## config.mk

```make
export PLATFORM = sky130hd
export DESIGN_NAME = signed_result_display
export DESIGN_NICKNAME = d
export VERILOG_FILES = /design/src/rtl/display_pkg.sv /design/src/rtl/bin2bcd_seq.sv /design/src/rtl/signed_result_display.sv
export SDC_FILE = /design/constraint.sdc
export NUM_CORES = 1
export LEC_CHECK = 0
export ABC_AREA = 1
export CAP_MARGIN = 20
export CORE_AREA = 2 2 96 98
export DETAILED_ROUTE_END_ITERATION = 10
export DIE_AREA = 0 0 98 100
export PLACE_DENSITY = 0.83
export SETUP_SLACK_MARGIN = 0.1
export SYNTH_ARGS = -nofsm -noshare
export SYNTH_HDL_FRONTEND = slang
export SYNTH_SLANG_ARGS = --single-unit
```

## constraint.sdc

```tcl
create_clock -name clk -period 5 [get_ports clk]
set_input_delay 0.75 -clock clk [delete_from_list [all_inputs] [get_ports clk]]
set_output_delay 0.75 -clock clk [all_outputs]
set_load 0.1 [all_outputs]
```

## src/rtl/display_pkg.sv

```systemverilog
// display_pkg
// Shared types, constants and helper functions for the signed result display.
//   state_t     : conversion FSM states (IDLE, LOAD, SHIFT, DONE)
//   SEG_DIGIT   : active-low 7-segment patterns for 0-9, bit0=a .. bit6=g
//   SEG_BLANK   : all segments off
//   SEG_DASH    : only segment g lit, used for the overflow indication
//   seg_decode  : nibble to active-low segment pattern (10-15 decode to blank)
//   bcd_adjust  : double-dabble add-3 correction applied to every BCD nibble
package display_pkg;

  typedef enum logic [1:0] {
    IDLE  = 2'd0,
    LOAD  = 2'd1,
    SHIFT = 2'd2,
    DONE  = 2'd3
  } state_t;

  localparam int BCD_DIGITS  = 5;
  localparam int DISP_DIGITS = 4;
  localparam int DISP_MAX    = 9999;
  localparam int BCD_W       = 4 * BCD_DIGITS;
  localparam int DISP_W      = 4 * DISP_DIGITS;

  localparam logic [6:0] SEG_BLANK = 7'b1111111;
  localparam logic [6:0] SEG_DASH  = 7'b0111111;

  localparam logic [6:0] SEG_DIGIT [0:9] = '{
    7'b1000000,  // 0
    7'b1111001,  // 1
    7'b0100100,  // 2
    7'b0110000,  // 3
    7'b0011001,  // 4
    7'b0010010,  // 5
    7'b0000010,  // 6
    7'b1111000,  // 7
    7'b0000000,  // 8
    7'b0010000   // 9
  };

  function automatic logic [6:0] seg_decode(input logic [3:0] nib);
    logic [6:0] seg;
    case (nib)
      4'd0:    seg = SEG_DIGIT[0];
      4'd1:    seg = SEG_DIGIT[1];
      4'd2:    seg = SEG_DIGIT[2];
      4'd3:    seg = SEG_DIGIT[3];
      4'd4:    seg = SEG_DIGIT[4];
      4'd5:    seg = SEG_DIGIT[5];
      4'd6:    seg = SEG_DIGIT[6];
      4'd7:    seg = SEG_DIGIT[7];
      4'd8:    seg = SEG_DIGIT[8];
      4'd9:    seg = SEG_DIGIT[9];
      default: seg = SEG_BLANK;
    endcase
    return seg;
  endfunction

  function automatic logic [BCD_W-1:0] bcd_adjust(input logic [BCD_W-1:0] bcd);
    logic [BCD_W-1:0] res;
    res = bcd;
    for (int i = 0; i < BCD_DIGITS; i++) begin
      if (bcd[4*i +: 4] >= 4'd5) begin
        res[4*i +: 4] = bcd[4*i +: 4] + 4'd3;
      end else begin
        res[4*i +: 4] = bcd[4*i +: 4];
      end
    end
    return res;
  endfunction

endpackage

```

## src/rtl/bin2bcd_seq.sv

```systemverilog
// bin2bcd_seq
// Sequential double-dabble converter: one add-3/shift step per clock.
// Ports:
//   clk, reset : clock and synchronous active-high reset
//   start      : one-cycle strobe; loads bin, clears the accumulator and counter
//   bin        : unsigned binary value sampled on start
//   bcd        : BCD accumulator (BCD_DIGITS nibbles, units in [3:0])
//   done       : high during the last shift cycle; bcd is final the next cycle
module bin2bcd_seq
  import display_pkg::*;
#(
  parameter int WIDTH = 16
) (
  input  logic             clk,
  input  logic             reset,
  input  logic             start,
  input  logic [WIDTH-1:0] bin,
  output logic [BCD_W-1:0] bcd,
  output logic             done
);

  localparam int CNT_W = (WIDTH > 1) ? $clog2(WIDTH) : 1;
  localparam logic [CNT_W-1:0] CNT_LAST = CNT_W'(WIDTH - 1);

  logic [BCD_W-1:0] bcd_q, bcd_d, bcd_adj_s;
  logic [WIDTH-1:0] mag_q, mag_d;
  logic [CNT_W-1:0] cnt_q, cnt_d;
  logic             active_q, active_d;

  // Next-state of the shift datapath: load on start, otherwise step while active.
  always_comb begin
    bcd_d     = bcd_q;
    mag_d     = mag_q;
    cnt_d     = cnt_q;
    active_d  = active_q;
    bcd_adj_s = bcd_adjust(bcd_q);
    if (start) begin
      bcd_d    = {BCD_W{1'b0}};
      mag_d    = bin;
      cnt_d    = {CNT_W{1'b0}};
      active_d = 1'b1;
    end else if (active_q) begin
      // {bcd, mag} shifted left by one after the add-3 correction
      bcd_d = {bcd_adj_s[BCD_W-2:0], mag_q[WIDTH-1]};
      mag_d = {mag_q[WIDTH-2:0], 1'b0};
      cnt_d = cnt_q + CNT_W'(1);
      if (cnt_q == CNT_LAST) begin
        active_d = 1'b0;
      end else begin
        active_d = 1'b1;
      end
    end else begin
      active_d = 1'b0;
    end
  end

  // Datapath registers.
  always_ff @(posedge clk) begin
    if (reset) begin
      bcd_q    <= {BCD_W{1'b0}};
      mag_q    <= {WIDTH{1'b0}};
      cnt_q    <= {CNT_W{1'b0}};
      active_q <= 1'b0;
    end else begin
      bcd_q    <= bcd_d;
      mag_q    <= mag_d;
      cnt_q    <= cnt_d;
      active_q <= active_d;
    end
  end

  assign bcd  = bcd_q;
  assign done = active_q && (cnt_q == CNT_LAST);

endmodule

```

## src/rtl/signed_result_display.sv

```systemverilog
// signed_result_display
// Latches a signed product on in_valid, converts its magnitude to BCD with a
// sequential double-dabble and drives a 4-digit multiplexed 7-segment display
// plus a sign LED. Magnitudes above 9999 show a dash on every digit.
// Optional build macro LEADING_ZERO_BLANK_EN: blanks leading zero digits
// (units digit always shown, dash pattern unaffected).
// Ports:
//   clk, reset         : 27 MHz clock, synchronous active-high reset
//   in_valid/in_result : single-cycle strobe and signed WIDTH-bit product
//   busy               : high during LOAD, SHIFT and DONE
//   conv_done          : one-cycle pulse when new digits are latched
//   overflow           : last latched magnitude exceeds 9999
//   u_display_sign     : last latched result is negative
//   u_display_segments : active-low segments, bit0=a .. bit6=g
//   u_display_select   : active-low one-hot digit enable, bit0 = units
module signed_result_display
  import display_pkg::*;
#(
  parameter int WIDTH       = 16,
  parameter int REFRESH_DIV = 27000
) (
  input  logic             clk,
  input  logic             reset,
  input  logic             in_valid,
  input  logic [WIDTH-1:0] in_result,
  output logic             busy,
  output logic             conv_done,
  output logic             overflow,
  output logic             u_display_sign,
  output logic [6:0]       u_display_segments,
  output logic [3:0]       u_display_select
);

  localparam int RC_W = (REFRESH_DIV > 1) ? $clog2(REFRESH_DIV) : 1;
  localparam logic [RC_W-1:0] RC_LAST = RC_W'(REFRESH_DIV - 1);

  state_t            state_q, state_d;
  logic [WIDTH-1:0]  result_q, result_d;
  logic              sign_q, sign_d;
  logic [DISP_W-1:0] digits_q, digits_d;
  logic              overflow_q, overflow_d;
  logic              disp_sign_q, disp_sign_d;
  logic              busy_q, busy_d;
  logic              conv_done_q, conv_done_d;
  logic [RC_W-1:0]   ref_cnt_q, ref_cnt_d;
  logic [1:0]        idx_q, idx_d;
  logic [3:0]        sel_q, sel_d;
  logic [6:0]        seg_q, seg_d;

  logic              conv_start_s;
  logic [WIDTH-1:0]  load_mag_s;
  logic [BCD_W-1:0]  bcd_s;
  logic              conv_last_s;
  logic [3:0]        nib_s;
`ifdef LEADING_ZERO_BLANK_EN
  logic              lead_zero_s;
`endif

  bin2bcd_seq #(.WIDTH(WIDTH)) u_bin2bcd (
    .clk   (clk),
    .reset (reset),
    .start (conv_start_s),
    .bin   (load_mag_s),
    .bcd   (bcd_s),
    .done  (conv_last_s)
  );

  // Magnitude of the captured result; -2^(WIDTH-1) maps onto 2^(WIDTH-1) unsigned.
  always_comb begin
    if (result_q[WIDTH-1]) begin
      load_mag_s = ~result_q + WIDTH'(1);
    end else begin
      load_mag_s = result_q;
    end
  end

  // Conversion FSM: next state, capture and latching of the displayed result.
  always_comb begin
    state_d      = state_q;
    result_d     = result_q;
    sign_d       = sign_q;
    digits_d     = digits_q;
    overflow_d   = overflow_q;
    disp_sign_d  = disp_sign_q;
    conv_start_s = 1'b0;
    case (state_q)
      IDLE: begin
        if (in_valid) begin
          result_d = in_result;
          state_d  = LOAD;
        end else begin
          state_d = IDLE;
        end
      end
      LOAD: begin
        sign_d       = result_q[WIDTH-1];
        conv_start_s = 1'b1;
        state_d      = SHIFT;
      end
      SHIFT: begin
        if (conv_last_s) begin
          state_d = DONE;
        end else begin
          state_d = SHIFT;
        end
      end
      DONE: begin
        digits_d    = bcd_s[DISP_W-1:0];
        // Magnitude never reaches 100000, so a non-zero ten-thousands digit
        // is exactly the "above 9999" condition.
        overflow_d  = (bcd_s[BCD_W-1:DISP_W] != 4'd0);
        disp_sign_d = sign_q && (bcd_s != {BCD_W{1'b0}});
        state_d     = IDLE;
      end
      default: begin
        state_d = IDLE;
      end
    endcase
    busy_d      = (state_d != IDLE);
    conv_done_d = (state_d == DONE);
  end

  // Scan: refresh divider, digit index and the segment/select pattern derived
  // from the same next index and next digits so both change together.
  always_comb begin
    if (ref_cnt_q == RC_LAST) begin
      ref_cnt_d = {RC_W{1'b0}};
      idx_d     = idx_q + 2'd1;
    end else begin
      ref_cnt_d = ref_cnt_q + RC_W'(1);
      idx_d     = idx_q;
    end
    nib_s = digits_d[{idx_d, 2'b00} +: 4];
    sel_d = ~(4'b0001 << idx_d);
`ifdef LEADING_ZERO_BLANK_EN
    // A digit is a leading zero when it and every higher digit are zero.
    case (idx_d)
      2'd3:    lead_zero_s = (digits_d[15:12] == 4'd0);
      2'd2:    lead_zero_s = (digits_d[15:8] == 8'd0);
      2'd1:    lead_zero_s = (digits_d[15:4] == 12'd0);
      default: lead_zero_s = 1'b0;
    endcase
    if (overflow_d) begin
      seg_d = SEG_DASH;
    end else if (lead_zero_s) begin
      seg_d = SEG_BLANK;
    end else begin
      seg_d = seg_decode(nib_s);
    end
`else
    if (overflow_d) begin
      seg_d = SEG_DASH;
    end else begin
      seg_d = seg_decode(nib_s);
    end
`endif
  end

  // All state and output registers.
  always_ff @(posedge clk) begin
    if (reset) begin
      state_q     <= IDLE;
      result_q    <= {WIDTH{1'b0}};
      sign_q      <= 1'b0;
      digits_q    <= {DISP_W{1'b0}};
      overflow_q  <= 1'b0;
      disp_sign_q <= 1'b0;
      busy_q      <= 1'b0;
      conv_done_q <= 1'b0;
      ref_cnt_q   <= {RC_W{1'b0}};
      idx_q       <= 2'd0;
      sel_q       <= 4'b1110;
      seg_q       <= SEG_DIGIT[0];
    end else begin
      state_q     <= state_d;
      result_q    <= result_d;
      sign_q      <= sign_d;
      digits_q    <= digits_d;
      overflow_q  <= overflow_d;
      disp_sign_q <= disp_sign_d;
      busy_q      <= busy_d;
      conv_done_q <= conv_done_d;
      ref_cnt_q   <= ref_cnt_d;
      idx_q       <= idx_d;
      sel_q       <= sel_d;
      seg_q       <= seg_d;
    end
  end

  assign busy               = busy_q;
  assign conv_done          = conv_done_q;
  assign overflow           = overflow_q;
  assign u_display_sign     = disp_sign_q;
  assign u_display_segments = seg_q;
  assign u_display_select   = sel_q;

endmodule

```

=== Yosys cells after proc, flatten, opt, wreduce, memory -nomap -nowiden ===
Memory sizes are Yosys's and may differ from the RTL's.
Index checks and enable logic that the tools add are counted.

* $add $sub $neg: 9
* $mul: 0
* Div/mod/pow operators: 0
* Order comparisons: 5
* Eq/ne operators: 6
* Shifts and indexed selects: 2
* Muxes and demuxes: 19
* Bitwise logic cells: 2
* Reduce and logical (&&, ||, !) cells: 10

{| class="wikitable"
|+ Operators with widths
! kind !! count
|-
| two-way mux 16 bit || 4
|-
| greater-or-equal comparator 4 x 3 -> 1 bit, second input constant || 5
|-
| nonzero test 20 bit || 1
|-
| adder 16 x 1 -> 16 bit, second input constant || 1
|-
| adder 4 x 2 -> 4 bit, second input constant || 4
|-
| two-way mux 4 bit || 4
|-
| NOT 16 bit || 1
|-
| variable part select 16 x 5 -> 4 bit || 1
|-
| adder 15 x 1 -> 15 bit, second input constant || 1
|-
| == test 15 bit, second input constant || 1
|-
| case mux 2 bit (4 select lines) || 1
|-
| two-way mux 1 bit || 7
|-
| two-way mux 7 bit || 1
|-
| == test 2 bit, second input constant || 3
|-
| adder 4 x 1 -> 4 bit, second input constant || 1
|-
| == test 4 bit, second input constant || 1
|-
| NOT 4 bit || 1
|-
| nonzero test 2 bit || 2
|-
| nonzero test 4 bit || 1
|-
| OR reduction 2 bit || 2
|-
| << shifter 1 x 2 -> 4 bit, first input constant || 1
|-
| adder 3 x 2 -> 3 bit, second input constant || 1
|-
| two-way mux 3 bit || 1
|-
| adder 2 x 1 -> 2 bit, second input constant || 1
|-
| other kinds (5) || 6
|}

* Register bits after elaboration: 108
* Bits in latches: 0
* Memory bits (writable): 0
* ROM bits: 112
* Output and inout bits: 15
* Word-level logic and storage cells: 70
* Memories: 1

{| class="wikitable"
|+ Memory list
! name !! words !! width !! rd ports !! clocked after memory_dff !! wr ports !! line !! text
|-
| (name not given) || 16 || 7 || 1 || 0 || 0 || display_pkg.sv:42 || <nowiki>case (nib)</nowiki>
|}

=== Depth between registers and ports, before layout ===
Gate-level depths: netlist (run 1).

* Word-level depth: 5
* Gate-level depth with buffers: 19
* Mapped depth without buffers: 18

=== Modules after synthesis ===
Synthesis (run 1) repeated with hierarchy kept, for this count alone.

* Cells, all modules: 750
* Area, all modules: 5561.6 um^2

{| class="wikitable"
|+ By module, submodules not included
! module !! times used !! cells an instance !! area each (um^2)
|-
| signed_result_display || 1 || 457 || 3412.0
|-
| bin2bcd_seq || 1 || 293 || 2149.6
|}

=== Worst setup path after synthesis (run 1) ===
Ideal clock, no wire load.

* Path type: reg2reg
* From: reg ref_cnt_q[0]
* To: reg seg_q[1], in the netlist u_display_segments[1]
* Setup time: 0.110 ns
* Arrival time: 2.091 ns
* Setup slack: 2.799 ns
* Stages on the path, launching flop included: 18
* Path buffers: 1
* Period minus slack after synthesis: 2.201 ns
* Cell sequence: dfxtp_1 > ha_1 > nand4_1 > nor2_1 > nand3_4 > nand2_4 > buf_6 > nand2_1 > nand2_1 > nand2_1 > nand2_1 > inv_1 > ha_1 > inv_1 > nor2_1 > nand3b_1 > nand2_1 > inv_1

* Word-level cells in the longest chain between the ends: 5

{| class="wikitable"
|+ Ends and longest elaborated chain
! element !! line !! text
|-
| start, declared || signed_result_display.sv:45 || <nowiki>logic [RC_W-1:0] ref_cnt_q, ref_cnt_d;</nowiki>
|-
| start signal, assigned || signed_result_display.sv:170 || <nowiki>ref_cnt_q <= {RC_W{1'b0}};</nowiki>
|-
| start signal, assigned || signed_result_display.sv:183 || <nowiki>ref_cnt_q <= ref_cnt_d;</nowiki>
|-
| == test 15 bit || signed_result_display.sv:126 || <nowiki>if (ref_cnt_q == RC_LAST) begin</nowiki>
|-
| two-way mux 2 bit || signed_result_display.sv:126 ||
|-
| variable part select 16 x 5 -> 4 bit || signed_result_display.sv:133 || <nowiki>nib_s = digits_d[{idx_d, 2'b00} +: 4];</nowiki>
|-
| memory (16 x 7 bit) || - ||
|-
| two-way mux 7 bit || signed_result_display.sv:151 || <nowiki>if (overflow_d) begin</nowiki>
|-
| end signal, assigned || signed_result_display.sv:173 || <nowiki>seg_q <= SEG_DIGIT[0];</nowiki>
|-
| end signal, assigned || signed_result_display.sv:186 || <nowiki>seg_q <= seg_d;</nowiki>
|-
| end, declared || signed_result_display.sv:48 || <nowiki>logic [6:0] seg_q, seg_d;</nowiki>
|}

Every way passes these cells.
A chain may end at the register's enable or synchronous reset.

=== Final worst setup path (run 1) ===
* From: reg state_q[0]
* To: reg seg_q[3], in the netlist u_display_segments[3]

* Word-level cells in the longest chain between the ends: 5

{| class="wikitable"
|+ Ends and longest elaborated chain
! element !! line !! text
|-
| start, declared || signed_result_display.sv:37 || <nowiki>state_t state_q, state_d;</nowiki>
|-
| start signal, assigned || signed_result_display.sv:175 || <nowiki>state_q <= state_d;</nowiki>
|-
| == test 2 bit (*) || signed_result_display.sv:86 || <nowiki>case (state_q)</nowiki>
|-
| two-way mux 16 bit || signed_result_display.sv:86 ||
|-
| variable part select 16 x 5 -> 4 bit || signed_result_display.sv:133 ||
|-
| memory (16 x 7 bit) || - ||
|-
| two-way mux 7 bit (*) || signed_result_display.sv:151 ||
|}

Mark *: on every way between the ends. The rest lies on a longest branch, timed or not.

==> out/metrics.cfg, run 1 <==
[status]
status = finished, final reports clean

[synth]
synth-adder-area-share_pct = 6.45
synth_top_family_by_area = simple AND/OR/NAND/NOR gates
synth_edf_count = 0
postSynth.asyncResetShare_pct = 0
ys_seq_area_share_pct = 39.8
synth.area.mux_share_pct = 0.184
ys_ff_latch = 108
syn-instance-count = 759
mappedNetlistArea_um2 = 5430
synth_cell_types = 38
synth_top_cell_area_share_pct = 39.8
synth-simple-area-share_pct = 26.3
synth_xor_area_share_pct = 3.06
synth_ff_type = dfxtp_1
synth_nets = 806
yosysWarnings = 0
ys_top_cells_by_area = dfxtp_1 (40%), nand2_1 (10%), o21ai_0 (6.8%), ha_1 (6.5%), inv_1 (6.4%)
yosys.area.top_type = dfxtp_1
syn_avg_cell_area_um2 = 7.15
synth_compound_area_share_pct = 15.3

[final_layout]
fill_cells = 754
syn_to_final_growth_pct = 11.2
final_nets = 826
seqCellArea_um2 = 2160
drive_gt1_share_pct = 6.63
multiInputGateArea_um2 = 2780
antenna_cells = 0

[sta]
rsz0062_at_grt = false
fmax_ghz = 0.350
worstMarginPinSlew_ns = 1.00
setup_viol_count_final = 0
slew_headroom_pct = 33.1
timing.final.crit_share_pct = 57.1
fin_crit_ns = 2.85
skew_ns = 0.0103
setup-tns-final_ns = 0
slew_viol_final = 0
hold_viol = 0

[clock_tree]
path_clk_slew_ns = 0.11
htreeDepth = 3
cts-root-buf = clkbuf_8
clock_sinks = 108
cts-hold-fix-buffers = 0
clk_latency_ns = 0.37
clockBufferDepth = 2
cts_setup_buffers = 0
tritoncts = done
cts_buffers = 9
post_cts_resized = 0

[global_routing]
grt_pass1_wl_mm = 20.3
grt_max_degree = 45
grt_usage_pct = 24.9
antenna_found_initial = 0
grt_pass1_vias = 4766
overflow = 0

[hold_path]
hold_class = reg2reg
hold_end = u_display_select[3]
hp-start = idx_q[1]
whs_path_depth = 1

[worst_setup_path]
cp_common_cell = nor2_1
max_stage_delay_ns = 0.82
r2r_end = u_display_segments[3]
critPathArrivalTime_ns = 3.11
crit_fanout = 35
cp_cell_sequence = ha_1 -> o21ai_0 -> nand3b_1 -> nand2_1 -> nand2_1 -> nand2_1 -> inv_1 -> ha_1 -> inv_1 -> nor2_1 -> nor2_1 -> nor2_1 -> nor2_1
cp.required_ns = 5.26
reg2reg_from = state_q[0]
critPathBufInv = 2
slowest_stage = ha_1
r2r_slack_ns = 2.15
crit_type = reg2reg
cp_top_family = adder cells
startpoint_type = flop
cp-end-kind = flop
r2r_cells = 13

[detailed_routing]
drt_drc_violations_left = 0
vias = 4853
antenna_left = 0
postRouteWirelength_mm = 11.9
drtIter0Drc = 213
drt-wirelength-per-cell_um = 13.3
vias_per_cell = 5.42
dr.pass1.iters = 5

[floorplan]
die-area_um2 = 9800
die_h_um = 100
initial_utilization_pct = 61.1
floorplan.rows = 35
io_pins = 34
die_w_um = 98
core_um2 = 8890

[placement]
port-buffer-count = 33
dp_hpwl_mm = 8.56
gp_routability_congestion = 0.801

[flow_run]
max_cap_viol_count = 0

[pwr]
swShare_pct = 30.3
power.density_nw_per_um2 = 309
ir_drop_v = 0.000166
total_power_uw = 1860
seq_power_share_pct = 50.3
p_leak_uw = 0.00254
intPower_uw = 1300
clockPowerShare_pct = 32.4
power_switching_uw = 565
combPwrFrac_pct = 17.2

==> through the flow <==
stage,worst slack [ns],utilization [%],hold WS (ns),cells,instance area [um^2]
floorplan,2.80,-,0.391,759,5430
global placement,2.32,65.4,0.404,879,5810
detailed placement,2.17,65.4,0.419,879,5810
CTS,2.15,67.9,0.444,895,6040
global route,1.79,67.9,0.456,895,6040
finish,2.15,67.9,0.444,895,6040
==> area by class of cell <==
class	count	area share, %
well taps	111	2.30
multi-input cells	525	46.1
clock inverters	7	1.72
clock buffers	9	2.05
flip-flops and latches	108	35.8
repair buffers	36	5.84
inverters	99	6.20
==> power groups by stage <==
stage,clock network (uW),logic (uW),registers [uW]
after detailed placement,0,318,956
after CTS,612,321,937
final,604,321,938
after global routing,639,359,943
after floorplan,0,193,998
after global placement,0,308,955
==> synthesized netlist by cell type (all sizes together) (5+ instances only) <==
cell      n
nand2   165
dfxtp   108
inv      98
nor2     79
o21ai    74
a21oi    66
nand3    41
ha       28
clkbuf   23
xor2     17
nor3     12
nand3b    8
a31oi     7
nand4     7
o211ai    5
==> worst max-delay path by stage <==
stage	from	endpoint	slack [ns]	cells past startpoint
finish	state_q[0]	u_display_segments[3]	2.15	13
global placement	reset	u_bin2bcd.bcd[9]	2.32	7
global route	state_q[0]	u_display_segments[1]	1.79	13
floorplan	ref_cnt_q[0]	u_display_segments[1]	2.80	17
detailed placement	state_q[0]	u_display_segments[3]	2.17	13
CTS	state_q[0]	u_display_segments[3]	2.15	13
==> registers in the layout (all words and copies together) (netlist names) <==
| name | flops |
|---|---|
| u_bin2bcd.mag_q | 16 |
| u_display_select | 4 |
| u_bin2bcd.bcd | 20 |
| u_bin2bcd.active_q | 1 |
| u_display_segments | 7 |
| state_q | 2 |
| sign_q | 1 |
| busy | 1 |
| ref_cnt_q | 15 |
| conv_done | 1 |
| digits_q | 16 |
| result_q | 16 |
| u_bin2bcd.cnt_q | 4 |
| u_display_sign | 1 |
| overflow | 1 |
| idx_q | 2 |
==> routing by layer <==
metal / global-route usage, % / routed length (um)
met1: 27.0 / 4760
met2: 46.8 / 6270
met3: 3.69 / 392
met4: 13.5 / 458
met5: 0 / 0
==> kinds of logic after synthesis <==
logic type               after synthesis
adder cells (fa/ha/maj)               28
multiplexers                           1
AND/OR/NAND/NOR                      319
AO/OA/AOI/OAI                        158
flip-flops                           108
buffers and inverters                126
XOR/XNOR                              19
==> layout by cell type, fill, tap and decap left out, types with 8 or more instances in the layout <==
cell | Yosys | routed
a21oi_1 | 66 | 66
nor3_1 | 12 | 12
nand3b_1 | 8 | 8
clkdlybuf4s50_1 | 0 | 33
inv_1 | 92 | 92
nand2_1 | 148 | 148
xor2_1 | 17 | 17
nor2_1 | 74 | 74
ha_1 | 28 | 28
o21ai_0 | 74 | 74
clkbuf_8 | 0 | 9
nand2_2 | 13 | 13
dfxtp_1 | 108 | 108
nand3_1 | 38 | 38
No activity file was read; power rests on OpenSTA's default activity.
==> run 2, diff against run 1 <==
Settings changed: CORE_AREA 2 2 96 98 to 2 2 99 101, DIE_AREA 0 0 98 100 to 0 0 101 103, PLACE_DENSITY 0.83 to 0.79.
Clock period 5 ns to 2.92 ns, I/O delays scaled along.
==> out/metrics.cfg, run 2 (synthesis gave the netlist of run 1 again) <==
[final_layout]
fill_cells = 868  ; +15%
finalInstanceArea_um2 = 5980  ; -0.93%
antenna_cells = 0  ; unchanged
drive_gt1_share_pct = 8.77  ; +2.1 points
syn_to_final_growth_pct = 10.2
layout_commonest_cell = nand2_1
largest_register_ffs = 20  ; unchanged
layout_common_cells = nand2_1 (148), dfxtp_1 (108), inv_1 (92), nor2_1 (74), o21ai_0 (74)
final_nets = 829  ; +0.36%

[clock_tree]
cts_setup_buffers = 0  ; unchanged
post_cts_resized = 0  ; unchanged
path_clk_slew_ns = 0.09  ; -0.02 ns
clk_latency_ns = 0.37  ; about the same
clockBufferDepth = 2  ; unchanged
tritoncts = done
cts-root-buf = clkbuf_8
cts-hold-fix-buffers = 0  ; unchanged
htreeDepth = 3  ; unchanged
clock_sinks = 108  ; unchanged
cts_buffers = 9  ; unchanged

[worst_setup_path]
critPathArrivalTime_ns = 2.76  ; -0.35 ns
cp.required_ns = 3.20  ; -2.06 ns
cp-end-kind = flop
cp_cell_sequence = ha_1 -> nand4_1 -> nor2_1 -> nand3_4 -> nand2_4 -> nand2_1 -> nand2_1 -> nand2_1 -> nand2_1 -> inv_1 -> ha_1 -> inv_1 -> nor2_1 -> nand3b_1 -> nand2_1 -> inv_1
crit_type = reg2reg
cp_common_cell = nand2_1
slowest_stage = dfxtp_1
crit_fanout = 12  ; -66%
max_stage_delay_ns = 0.38  ; -0.44 ns
startpoint_type = flop

[detailed_routing]
postRouteWirelength_mm = 11.7  ; -1.8%
vias = 4813  ; -0.82%
antenna_left = 0  ; unchanged
drt_drc_violations_left = 0  ; unchanged
vias_per_cell = 5.34  ; -1.5%
dr.pass1.iters = 5  ; unchanged
drtIter0Drc = 194  ; -8.9%
drt-wirelength-per-cell_um = 13.0  ; -2.4%

[sta]
setup-tns-final_ns = 0  ; unchanged
rsz0062_at_grt = false
skew_ns = 0.00773  ; -0.00260 ns
setup_viol_count_final = 0  ; unchanged
slew_headroom_pct = 40.4  ; +7.3 points
fin_crit_ns = 2.48  ; -0.374 ns
timing.final.crit_share_pct = 84.9  ; +28 points
fmax_ghz = 0.403  ; +15%
slew_viol_final = 0  ; unchanged
worst_slack_ns = 0.440  ; -1.71 ns
worstMarginPinSlew_ns = 0.885  ; -0.116 ns
hold_viol = 0  ; unchanged

[global_routing]
antenna_found_initial = 0  ; unchanged
grt_pass1_wl_mm = 19.3  ; -4.7%
overflow = 0  ; unchanged
grt_usage_pct = 23.2  ; -1.8 points
grt_pass1_vias = 4460  ; -6.4%
grt_max_degree = 39  ; -13%

[floorplan]
initial_utilization_pct = 57.4  ; -3.7 points
io_pins = 34  ; unchanged
core_um2 = 9460  ; +6.4%
floorplan.rows = 36  ; +2.9%
die-area_um2 = 10400  ; +6.2%
die_w_um = 101  ; +3.1%
die_h_um = 103  ; +3.0%

[hold_path]
hold_class = reg2reg

[flow_run]
max_cap_viol_count = 0  ; unchanged

[placement]
port-buffer-count = 33  ; unchanged
place_ws_ns = 0.303  ; -1.86 ns
postPlaceCellArea_um2 = 5800  ; -0.19%
gp_routability_congestion = 0.870  ; +8.5%
dp_hpwl_mm = 8.66  ; +1.2%

[pwr]
intPower_uw = 2080  ; +61%
combPwrFrac_pct = 18.3  ; +1.1 points
swShare_pct = 30.6  ; +0.22 points
total_power_uw = 3000  ; +61%
clockPowerShare_pct = 28.2  ; -4.2 points
ir_drop_v = 0.000287  ; +73%
power_switching_uw = 917  ; +62%
p_leak_uw = 0.00255  ; +0.26%
seq_power_share_pct = 53.5  ; +3.2 points
power.density_nw_per_um2 = 502  ; +63%

[status]
status = finished, final reports clean

-- run 2: changes by cell type in the layout (fill, tap and decap cells not counted), sizes merged --
cell / before / now
clkinvlp: 0 / 1
clkdlybuf4s50: 33 / 18
clkbuf: 9 / 13
inv: 102 / 98
buf: 3 / 21
bufinv: 2 / 0
clkinv: 2 / 3
-- run 2: worst max-delay path: cells and delay by family, from the launching register on --
family        cells  cell delay, ns
simple gates     11            1.30
buf+inv           3            0.19
fa+ha+maj         2            0.51
flops             1            0.38
-- run 2: through the flow --
| step | util (%) | std cells | hold WS [ns] |
|---|---|---|---|
| 3_5_place_dp | 61.3 | 885 | 0.407 |
| 2_1_floorplan | - | 759 | 0.391 |
| 6_report | 63.2 | 901 | 0.423 |
| 5_1_grt | 63.2 | 901 | 0.475 |
| 4_1_cts | 63.2 | 901 | 0.429 |
| 3_3_place_gp | 61.3 | 885 | 0.399 |
-- run 2: power groups by stage --
stage | clock, uW | sequential (uW) | combinational [uW]
after detailed placement | 0 | 1640 | 549
after global placement | 0 | 1630 | 533
after floorplan | 0 | 1710 | 331
after CTS | 870 | 1600 | 550
after global routing | 916 | 1610 | 615
final | 847 | 1600 | 550
-- run 2: area by class of cell --
class                   instances  area [um^2]  share of cell area (%)
repair buffers                 39          338                    5.65
flip-flops and latches        108         2160                    36.1
well taps                     114          143                    2.38
inverters                      99          374                    6.25
multi-input cells             525         2790                    46.6
clock buffers                  13          159                    2.66
clock inverters                 3         21.3                   0.356
-- run 2: layer usage --
layer	GRT usage, %	up-vias	part of all wire (%)
li1	-	2484	-
met1	25.6	2212	41
met2	44.0	94	53
met3	4.75	23	3.8
met4	8.42	0	2.2
met5	0	-	0
-- run 2: worst paths after layout --
check	start	endpoint	slack [ns]	cells after the start
worst max-delay path	ref_cnt_q[0]	u_display_segments[1]	0.44	16
worst max register to register	ref_cnt_q[0]	u_display_segments[1]	0.44	16
worst min register to register	idx_q[1]	u_display_select[3]	0.42	1
worst min-delay path	idx_q[1]	u_display_select[3]	0.42	1
==> run 3, diff against run 2 <==
Clock period 2.92 ns to 2.4 ns, I/O delays scaled along.
==> out/metrics.cfg, run 3 (synthesis gave the netlist of run 1 again) <==
[status]
status = finished, final reports clean

[detailed_routing]
antenna_left = 0  ; unchanged
drt_drc_violations_left = 0  ; unchanged
vias_per_cell = 5.35  ; +0.19%
wl_met3_um = 357  ; -19%
drtIter0Drc = 163  ; -16%
drt-wirelength-per-cell_um = 13.0  ; +0.37%
wl_met1_mm = 5.02  ; +4.8%
vias = 4897  ; +1.7%
postRouteWirelength_mm = 11.9  ; +1.9%
dr.pass1.iters = 5  ; unchanged
top_layer = met4
route.met2.wl_mm = 6.27  ; +1.2%

[clock_tree]
cts-root-buf = clkbuf_8
cts_buffers = 9  ; unchanged
clock_sinks = 108  ; unchanged
tritoncts = done
htreeDepth = 3  ; unchanged
path_clk_slew_ns = 0.09  ; about the same
clk_latency_ns = 0.37  ; about the same
clockBufferDepth = 2  ; unchanged
cts-hold-fix-buffers = 0  ; unchanged

[worst_setup_path]
crit_fanout = 4  ; -8
critPathArrivalTime_ns = 2.47  ; -0.29 ns
r2r_slack_ns = 0.20  ; -0.23 ns
cp.required_ns = 2.67  ; -0.53 ns
r2r_end = u_display_segments[1]
cp-end-kind = flop
r2r_cells = 15  ; -1
reg2reg_from = ref_cnt_q[0]
endpoint = u_display_segments[1]
cp-startpoint = ref_cnt_q[0]
startpoint_type = flop
crit_type = reg2reg

[final_layout]
final_nets = 846  ; +2.1%
syn_to_final_growth_pct = 13.9
final_cells = 915  ; +1.6%
drive_gt1_share_pct = 12.1  ; +3.3 points
layout_common_cells = nand2_1 (147), dfxtp_1 (101), inv_1 (91), nor2_1 (72), o21ai_0 (70)
largest_register_ffs = 20  ; unchanged
layout_commonest_cell = nand2_1
antenna_cells = 0  ; unchanged

[global_routing]
antenna_found_initial = 0  ; unchanged
overflow = 0  ; unchanged
grt_pass1_vias = 4650  ; +4.3%
grt_usage_pct = 24.0  ; +0.83 points
grt_max_degree = 36  ; -7.7%
grt_pass1_wl_mm = 20.1  ; +4.3%

[placement]
dp_hpwl_mm = 8.55  ; -1.3%
port-buffer-count = 33  ; unchanged
gp_routability_congestion = 0.875  ; +0.57%
place_inst = 891  ; +0.68%

[sta]
worstMarginPinSlew_ns = 0.669  ; -0.215 ns
rsz0062_at_grt = false
slew_viol_final = 0  ; unchanged
setup-tns-final_ns = 0  ; unchanged
setup_viol_count_final = 0  ; unchanged
fin_crit_ns = 2.20  ; -0.285 ns
timing.final.crit_share_pct = 91.5  ; +6.5 points
fmax_ghz = 0.456  ; +13%
skew_ns = 0.0112  ; +0.00347 ns
hold_viol = 0  ; unchanged
slew_headroom_pct = 55.3  ; +15 points

[floorplan]
floorplan.rows = 36  ; unchanged
initial_utilization_pct = 57.4  ; unchanged
die_h_um = 103  ; unchanged
die_w_um = 101  ; unchanged
io_pins = 34  ; unchanged
core_um2 = 9460  ; unchanged
die-area_um2 = 10400  ; unchanged

[pwr]
p_leak_uw = 0.00265  ; +4.1%
power.density_nw_per_um2 = 613  ; +22%
ir_drop_v = 0.000358  ; +25%

[flow_run]
max_cap_viol_count = 0  ; unchanged

[hold_path]
hold_class = reg2reg

## run 3: cell count changes in the layout (fill, tap and decap cells not counted), sizes merged
cell / change
buf: +16
bufinv: +2
clkbuf: -3
clkinv: -1
clkinvlp: -1
nand2: +1
## run 3: power breakdown
group / internal [uW] / switching (uW) / total, uW
sequential: 1890 / 68.1 / 1950
combinational: 232 / 461 / 693
clock: 570 / 575 / 1140
## run 3: worst min path at each step
stage,from,endpoint,cells past startpoint
after CTS,idx_q[1],u_display_select[3],1
final,idx_q[1],u_display_select[3],1
after floorplan,idx_q[1],u_display_select[3],1
after global routing,idx_q[1],u_display_select[3],1
after detailed placement,idx_q[1],u_display_select[3],1
after global placement,idx_q[1],u_display_select[3],1
## run 3: area by class of cell
type	count	area, um^2
clock inverters	3	65.1
inverters	99	377
flip-flops and latches	108	2170
multi-input cells	526	2830
well taps	114	143
repair buffers	55	470
fillers	815	3270
clock buffers	10	128
## run 3: per-layer routing
layer  vias up  track usage [%]
met5         -                0
met4         0             10.3
met3        26             3.93
met2        93             45.1
met1      2261             26.9
li1       2517                -
## run 3: timing repair
action	in CTS	in global routing
setup buffers	3	7
gates cloned	1	0
resized for setup	4	19
pin swaps	1	7
endpoints found under the setup margin	3	7
## run 3: per-stage QoR
stage	hold slack (ns)	util [%]	area (um^2)	power [uW]	worst slack (ns)
2_1_floorplan	0.391	-	5430	2480	0.199
3_3_place_gp	0.408	61.9	5860	2650	0.123
3_5_place_dp	0.417	61.9	5860	2670	-0.00279
4_1_cts	0.437	64.4	6090	3800	0.101
5_1_grt	0.443	65.4	6190	3990	0.0794
6_report	0.434	65.4	6190	3790	0.205
## run 3: worst max-delay path, stage by stage, from the launching register on
cell	delay (ns)
dfxtp_4	0.37
ha_4	0.14
nand4_1	0.12
nor2_2	0.18
nand3_4	0.12
buf_4	0.17
nand3_1	0.11
nand3_2	0.11
nand2_4	0.09
buf_4	0.11
ha_1	0.22
inv_1	0.06
nor2_2	0.04
nand3b_1	0.14
nand2_1	0.06
inv_1	0.03
